## src/rtl/ram_arbiter_2p.sv

```systemverilog
// Round-robin arbiter/sequencer sharing one single-port RAM between two requesters.
// Registers every RAM command and returns read data to the issuing port two cycles after acceptance.
module ram_arbiter_2p #(
    parameter int RAM_WIDTH = 22,
    parameter int RAM_DEPTH = 1024,
    parameter int ADDR_SIZE = 11
) (
    input  logic                 clk,
    input  logic                 rst_n,
    input  logic                 a_req,
    input  logic                 a_we,
    input  logic [ADDR_SIZE-1:0] a_addr,
    input  logic [RAM_WIDTH-1:0] a_wdata,
    output logic                 a_gnt,
    output logic                 a_rvalid,
    input  logic                 b_req,
    input  logic                 b_we,
    input  logic [ADDR_SIZE-1:0] b_addr,
    input  logic [RAM_WIDTH-1:0] b_wdata,
    output logic                 b_gnt,
    output logic                 b_rvalid,
    output logic [RAM_WIDTH-1:0] rdata,
    output logic                 rerr,
    output logic                 err_pulse,
    output logic                 ram_wr_enb,
    output logic                 ram_rd_enb,
    output logic [ADDR_SIZE-1:0] ram_addr,
    output logic [RAM_WIDTH-1:0] ram_data_in,
    input  logic [RAM_WIDTH-1:0] ram_data_out
);

    // Handshake: a port's command is transferred at the rising edge where req and gnt are both 1;
    // the requester holds we/addr/wdata stable from req rising until that edge.

    logic                 last_gnt_b;   // 1 = port B owned the most recent accepted transfer
    logic                 accept;
    logic                 sel_we;
    logic [ADDR_SIZE-1:0] sel_addr;
    logic [RAM_WIDTH-1:0] sel_wdata;
    logic [31:0]          sel_addr_ext;
    logic                 illegal;

    logic s1_valid, s1_port_b, s1_illegal;
    logic s2_valid, s2_port_b, s2_illegal;

    always_comb begin
        a_gnt = 1'b0;
        b_gnt = 1'b0;
        if (rst_n) begin
            if (a_req && (!b_req || last_gnt_b)) begin
                a_gnt = 1'b1;
            end else if (b_req) begin
                b_gnt = 1'b1;
            end
        end
    end

    always_comb begin
        accept       = a_gnt | b_gnt;
        sel_we       = b_gnt ? b_we    : a_we;
        sel_addr     = b_gnt ? b_addr  : a_addr;
        sel_wdata    = b_gnt ? b_wdata : a_wdata;
        sel_addr_ext = 32'(sel_addr);
        illegal      = (sel_addr_ext >= 32'(RAM_DEPTH));
    end

    always_ff @(posedge clk or negedge rst_n) begin
        if (!rst_n) begin
            last_gnt_b  <= 1'b1;
            ram_wr_enb  <= 1'b0;
            ram_rd_enb  <= 1'b0;
            err_pulse   <= 1'b0;
            ram_addr    <= '0;
            ram_data_in <= '0;
        end else begin
            ram_wr_enb <= accept & sel_we & ~illegal;
            ram_rd_enb <= accept & ~sel_we & ~illegal;
            err_pulse  <= accept & illegal;
            if (accept) begin
                last_gnt_b <= b_gnt;
            end
            // Illegal transfers never touch the RAM bus, so address/data keep their last values.
            if (accept && !illegal) begin
                ram_addr <= sel_addr;
            end
            if (accept && sel_we && !illegal) begin
                ram_data_in <= sel_wdata;
            end
        end
    end

    // Stage 1 lines up with the RAM command, stage 2 with the RAM output word.
    always_ff @(posedge clk or negedge rst_n) begin
        if (!rst_n) begin
            s1_valid   <= 1'b0;
            s1_port_b  <= 1'b0;
            s1_illegal <= 1'b0;
            s2_valid   <= 1'b0;
            s2_port_b  <= 1'b0;
            s2_illegal <= 1'b0;
        end else begin
            s1_valid   <= accept & ~sel_we;
            s1_port_b  <= b_gnt;
            s1_illegal <= illegal;
            s2_valid   <= s1_valid;
            s2_port_b  <= s1_port_b;
            s2_illegal <= s1_illegal;
        end
    end

    always_comb begin
        a_rvalid = s2_valid & ~s2_port_b;
        b_rvalid = s2_valid & s2_port_b;
        rerr     = s2_valid & s2_illegal;
        rdata    = (s2_valid && !s2_illegal) ? ram_data_out : '0;
    end

endmodule

```

## config.mk

```make
export PLATFORM = sky130hd
export DESIGN_NAME = ram_arbiter_2p
export DESIGN_NICKNAME = d
export VERILOG_FILES = /design/src/rtl/ram_arbiter_2p.sv
export SDC_FILE = /design/constraint.sdc
export NUM_CORES = 1
export LEC_CHECK = 0
export BUFFER_PORTS_ARGS = -buffer_cell sky130_fd_sc_hd__buf_4
export CAP_MARGIN = 20
export CORE_ASPECT_RATIO = 1.25
export CORE_UTILIZATION = 40
export DETAILED_ROUTE_END_ITERATION = 8
export HOLD_SLACK_MARGIN = 0.06
export PLACE_DENSITY = 0.79
export SYNTH_ARGS = -nofsm -noshare
export SYNTH_HDL_FRONTEND = slang
export SYNTH_SLANG_ARGS = --single-unit
```

## constraint.sdc

```tcl
create_clock -name clk -period 2.15 [get_ports clk]
set_input_delay 0.3225 -clock clk [delete_from_list [all_inputs] [get_ports clk]]
set_output_delay 0.3225 -clock clk [all_outputs]
set_load 0.01 [all_outputs]
```

### Word level (Yosys, flattened, before mapping)

Index checks and enable logic that the tools add are counted.

| storage, ports and cells | value |
|---|---|
| flip-flop bits (word level) | 43 |
| output and inout port bits | 63 |

| operators by class | value |
|---|---|
| $lt $le $gt $ge | 1 |
| multiplexer cells | 9 |
| bitwise gates (word level) | 12 |
| reductions and logical operators | 9 |

Operators by type and width:

| cell | count |
|---|---|
| $mux W22 | 2 |
| $ge A11 B11 Y1 const B | 1 |
| $mux W11 | 1 |
| $and A1 B1 Y1 | 8 |
| $mux W1 | 6 |
| $logic_and A1 B1 Y1 | 5 |
| $logic_not A1 Y1 | 3 |
| $not A1 Y1 | 3 |
| $logic_or A1 B1 Y1 | 1 |
| $or A1 B1 Y1 | 1 |

### Logic depth before layout (Yosys ltp)

| depth | value |
|---|---|
| depth in word-level cells | 9 |
| mapped depth | 5 |
| depth with buffers taken out | 4 |

### Worst setup path before layout

Ideal clock, no wire load.

| path | value |
|---|---|
| path kind | register to register |
| start | reg last_gnt_b |
| end | reg ram_data_in[10] |
| setup time | 0.125 ns |
| arrival time | 1.640 ns |
| required time | 2.025 ns |
| slack | 0.385 ns |
| cell stages (with the launch flop) | 6 |
| path through | dfstp_2 and2_2 o21ai_2 a211oi_4 buf_6 mux2_4 |

| between the ends | value |
|---|---|
| cells in the longest elaborated chain, start to end | 8 |

Ends and longest elaborated chain:

| element | line | source |
|---|---|---|
| from (decl) | 35 | `logic last_gnt_b;` |
| from (signal assigned) | 80 | `last_gnt_b <= b_gnt;` |
| $logic_or A1 B1 Y1 * | 50 | `if (a_req && (!b_req \|\| last_gnt_b)) begin` |
| $logic_and A1 B1 Y1 * | 50 |  |
| $mux W1 | 50 |  |
| $mux W1 | 49 | `if (rst_n) begin` |
| $mux W11 | 61 | `sel_addr = b_gnt ? b_addr : a_addr;` |
| $ge A11 B11 Y1 | 64 | `illegal = (sel_addr_ext >= 32'(RAM_DEPTH));` |
| $logic_not A1 Y1 | 86 | `if (accept && sel_we && !illegal) begin` |
| $logic_and A1 B1 Y1 | 86 |  |
| to (signal assigned) | 87 | `ram_data_in <= sel_wdata;` |
| to (decl) | 28 | `output logic [RAM_WIDTH-1:0] ram_data_in,` |

Every way passes the cells marked *; elsewhere a longest branch is shown, timed or not.
A chain may end at the register's enable or synchronous reset.

### Final worst setup path

| path | value |
|---|---|
| start | in rst_n |
| end | reg ram_data_in[2] |

| between the ends | value |
|---|---|
| cells in the longest elaborated chain, start to end | 5 |

Ends and longest elaborated chain:

| element | line | source |
|---|---|---|
| from (decl) | 9 | `input logic rst_n,` |
| $mux W1 | 49 |  |
| $mux W11 | 61 |  |
| $ge A11 B11 Y1 | 64 |  |
| $logic_not A1 Y1 | 86 |  |
| $logic_and A1 B1 Y1 | 86 |  |

Several ways; a longest one is shown, not always the timed one.

==> impl_results.md <==
- Crit path DAT: about 2.1 ns
- Worst Slack Setup Final: around 0.18 ns
- Placed instance area: ~0.0035 sq mm
- Largest register FFs: 22
- Hold Path End: s1_illegal$_DFF_PN0_
- Switch share: approximately 28%
- Clk sinks: 43
- CP cell instances: dlygate4sd3_1 -> buf_4 -> nand2_1 -> o21ai_2 -> a211oi_4 -> buf_12 -> mux2_2
- Critical Path Start Type: input port
- GRT Residual Overflow: 0
- Worst Setup SP: rst_n
- Achievable Freq: between 0.5 and 0.6 GHz
- Asr flop ratio synth: 100.0%
- Post-synth top area cell: dfrtp_1
- Slew at the pin closest to its max-slew limit: ~0.54 ns
- Yosys cell types: 26
- Post-route DRC: 0
- Top reg by flops: ram_data_in
- # port buffers: approximately 160
- Period minus WS final: around 2.0 ns
- Clock skew: 0.006000 ns
- Post-layout power: 2.630 mW
- CTS clk-pin slew, worst paths: 0.08 ns
- Diode count: 0
- Max-slew violations: 0
- CTS Buffer Depth: 2
- Rows: 29
- Slowest stage cell, crit path: dlygate4sd3_1
- Core area: 0.005189 sq mm
- Reg-to-reg critical path endpoint: ram_data_in[2]$_DFFE_PN0P_
- Largest net degree at the start of global routing: 37
- Path type of the worst setup path: input port to register
- Psw: roughly 0.74 mW
- Post-Syn Nets: ~260
- Share of cells above drive strength 1: 72.04%
- Vias per cell: 4.890
- Vias: roughly 1,900
- Die ar.: roughly 0.006 sq mm
- # setup viols final: 0
- Main synth FF type: dfrtp_1
- Mean Syn Cell Area: about 13 sq um
- Logic gate share of total power: 38.9%
- Final Hold Violating Endpoints: 0
- Worst Reg-to-Reg Cells: 5
- Flops & latches, synth: 43
- Commonest cells in the netlist: 52 x mux2_2, 42 x dfrtp_1, 25 x and2_1
- Seq/Total Area, Yosys: 48.56%
- Critical path endpoint category: register
- Area Growth Syn to Fin: 60.97%
- Yosys warns: 0
- Post-synth EDFFs: 0
- Root Buffer: clkbuf_8
- Sequential share of power: between 40 and 50%
- Hold Path Stages: 3
- Synth top area cells: dfrtp_1 47%, mux2_2 26%, and2_1 7.1%, mux2_4 6.8%, dfstp_2 1.2%
- First-pass GRT wire length: 8887 um
- Die Y: 85.26 um
- Total Routing Usage GR: about a fifth
- VDD IR-drop max: slightly below 500 uV
- Vias in the first global route: just under 2,000
- CP max stage delay: 0.55 ns
- Antenna-violating nets left: 0
- Worst-path maximum fanout: 23
- Die X-Extent: between 60 and 70 um
- Status: finished, final reports clean
- Initial antenna violation count: 0
- 1st-pass router iterations: 4
- Detailed Route WL: approximately 5800 um
- Period utilization: 91.61%
- RePlAce Congestion: 0.8132
- Cts bufs inserted: 5
- Reg-to-Reg Start: last_gnt_b$_DFFE_PN1P_
- Biggest regs: ram_data_in (22), ram_addr (11)
- Net count reported at finish: about 420
- Worst EP required: between 2 and 2.5 ns
- Clock Latency Late Sink: between 0.2 and 0.3 ns
- Total Neg Setup Slack: 0 ns
- Hold Path Origin: b_addr[10]
- R2R setup slack: between 0.2 and 0.3 ns
- Max cap viols: 0
- Initial core utilization: between 40% and 50%
- CTS tree: yes
- Synth Cell Area: about 0.0022 sq mm
- H-Tree Depth: 2
- Routed length per instance: roughly 15 um
- Clock share of power: 18.2%
- Final Instance Area: between 0.003 and 0.004 sq mm
- Min-delay worst type: input port to register
- Final HPWL DP: ~4600 um
- Max_slew headroom: 63.51%
- Area share of the largest cell type after synthesis: roughly 47%
- Ports: ~160
- Most numerous cell in the Yosys netlist: mux2_2
- P per Cell Area: 736.5 mW/mm^2
- Power Internal: 1.889 mW
- Finished Core Util: between 60% and 70%
- Pre-CTS setup slack: 0.2988 ns
- Synthesized instance count: around 170
- RSZ-0062 raised after global routing: false
- Drt initial violations: 37
- Leakage: between 1.5 and 2 nW
-- layout make-up --
class	count	area (sq um)
clock buffer	7	76.32
fill	407	1618
sequential	43	1077
clock inverter	1	5.005
timing repair buffer	162	1244
tap	62	77.57
inverter	2	7.507
multi-input combinational	114	1084
-- through the flow --
step | hold WS [ns] | std cells
after floorplan | 0.02691 | 167
after global placement | 0.3046 | 382
after detailed placement | 0.3047 | 382
after CTS | 0.2621 | 391
after global routing | 0.2853 | 391
final | 0.2878 | 391
-- layout by cell type (no fill, tap or decap), types with 3 or more instances in the layout --
master	instances
mux2_2	52
clkbuf_8	5
nand2_1	4
dfrtp_1	42
buf_4	159
nor2_1	3
and2_1	25
mux2_4	10
-- power by group through the flow --
stage | combinational [mW] | sequential (mW) | clock (mW)
floorplan | 0.365 | 1.23 | 0
global placement | 1.02 | 1.13 | 0
detailed placement | 1.03 | 1.14 | 0
CTS | 1.04 | 1.13 | 0.497
global route | 1.09 | 1.16 | 0.537
finish | 1.02 | 1.13 | 0.478
-- worst max-delay path: cells and delay by family --
kind	cells	cell delay [ns]
AOI/OAI and AO/OA	2	0.38
muxes	1	0.36
buffers and inverters	3	0.92
and+or+nand+nor	1	0.14
-- worst max path at each step --
stage	endpoint	cells after the start	slack [ns]
floorplan	ram_data_in[10]$_DFFE_PN0P_	5	0.39
global placement	ram_addr[0]$_DFFE_PN0P_	6	0.35
detailed placement	ram_data_in[2]$_DFFE_PN0P_	5	0.30
CTS	ram_data_in[2]$_DFFE_PN0P_	7	0.19
global route	rdata[9]	3	0.13
finish	ram_data_in[2]$_DFFE_PN0P_	7	0.18
-- timing repair --
item	4_1_cts	5_1_grt
endpoints found under the hold margin	12	0
hold buffers	1	0
buffers inserted	0	0
setup endpoints to repair	1	0
resized for setup	1	0
-- cells by family after synthesis --
kind of cell	count (synthesis)	share of synthesized area [%]
DFF	43	48.56
muxes	64	34.18
AOI/OAI and AO/OA	6	2.538
buffers and inverters	10	2.707
and+or+nand+nor	44	12.01
-- metal layers --
metal / part of all wire, % / global-route usage, % / vias up
li1: - / - / 897
met1: 34 / 21.23 / 900
met2: 53 / 38.41 / 105
met3: 9.7 / 5.376 / 10
met4: 2.8 / 9.280 / 0
met5: 0 / 0 / -
No activity file was read; power rests on OpenSTA's default activity.
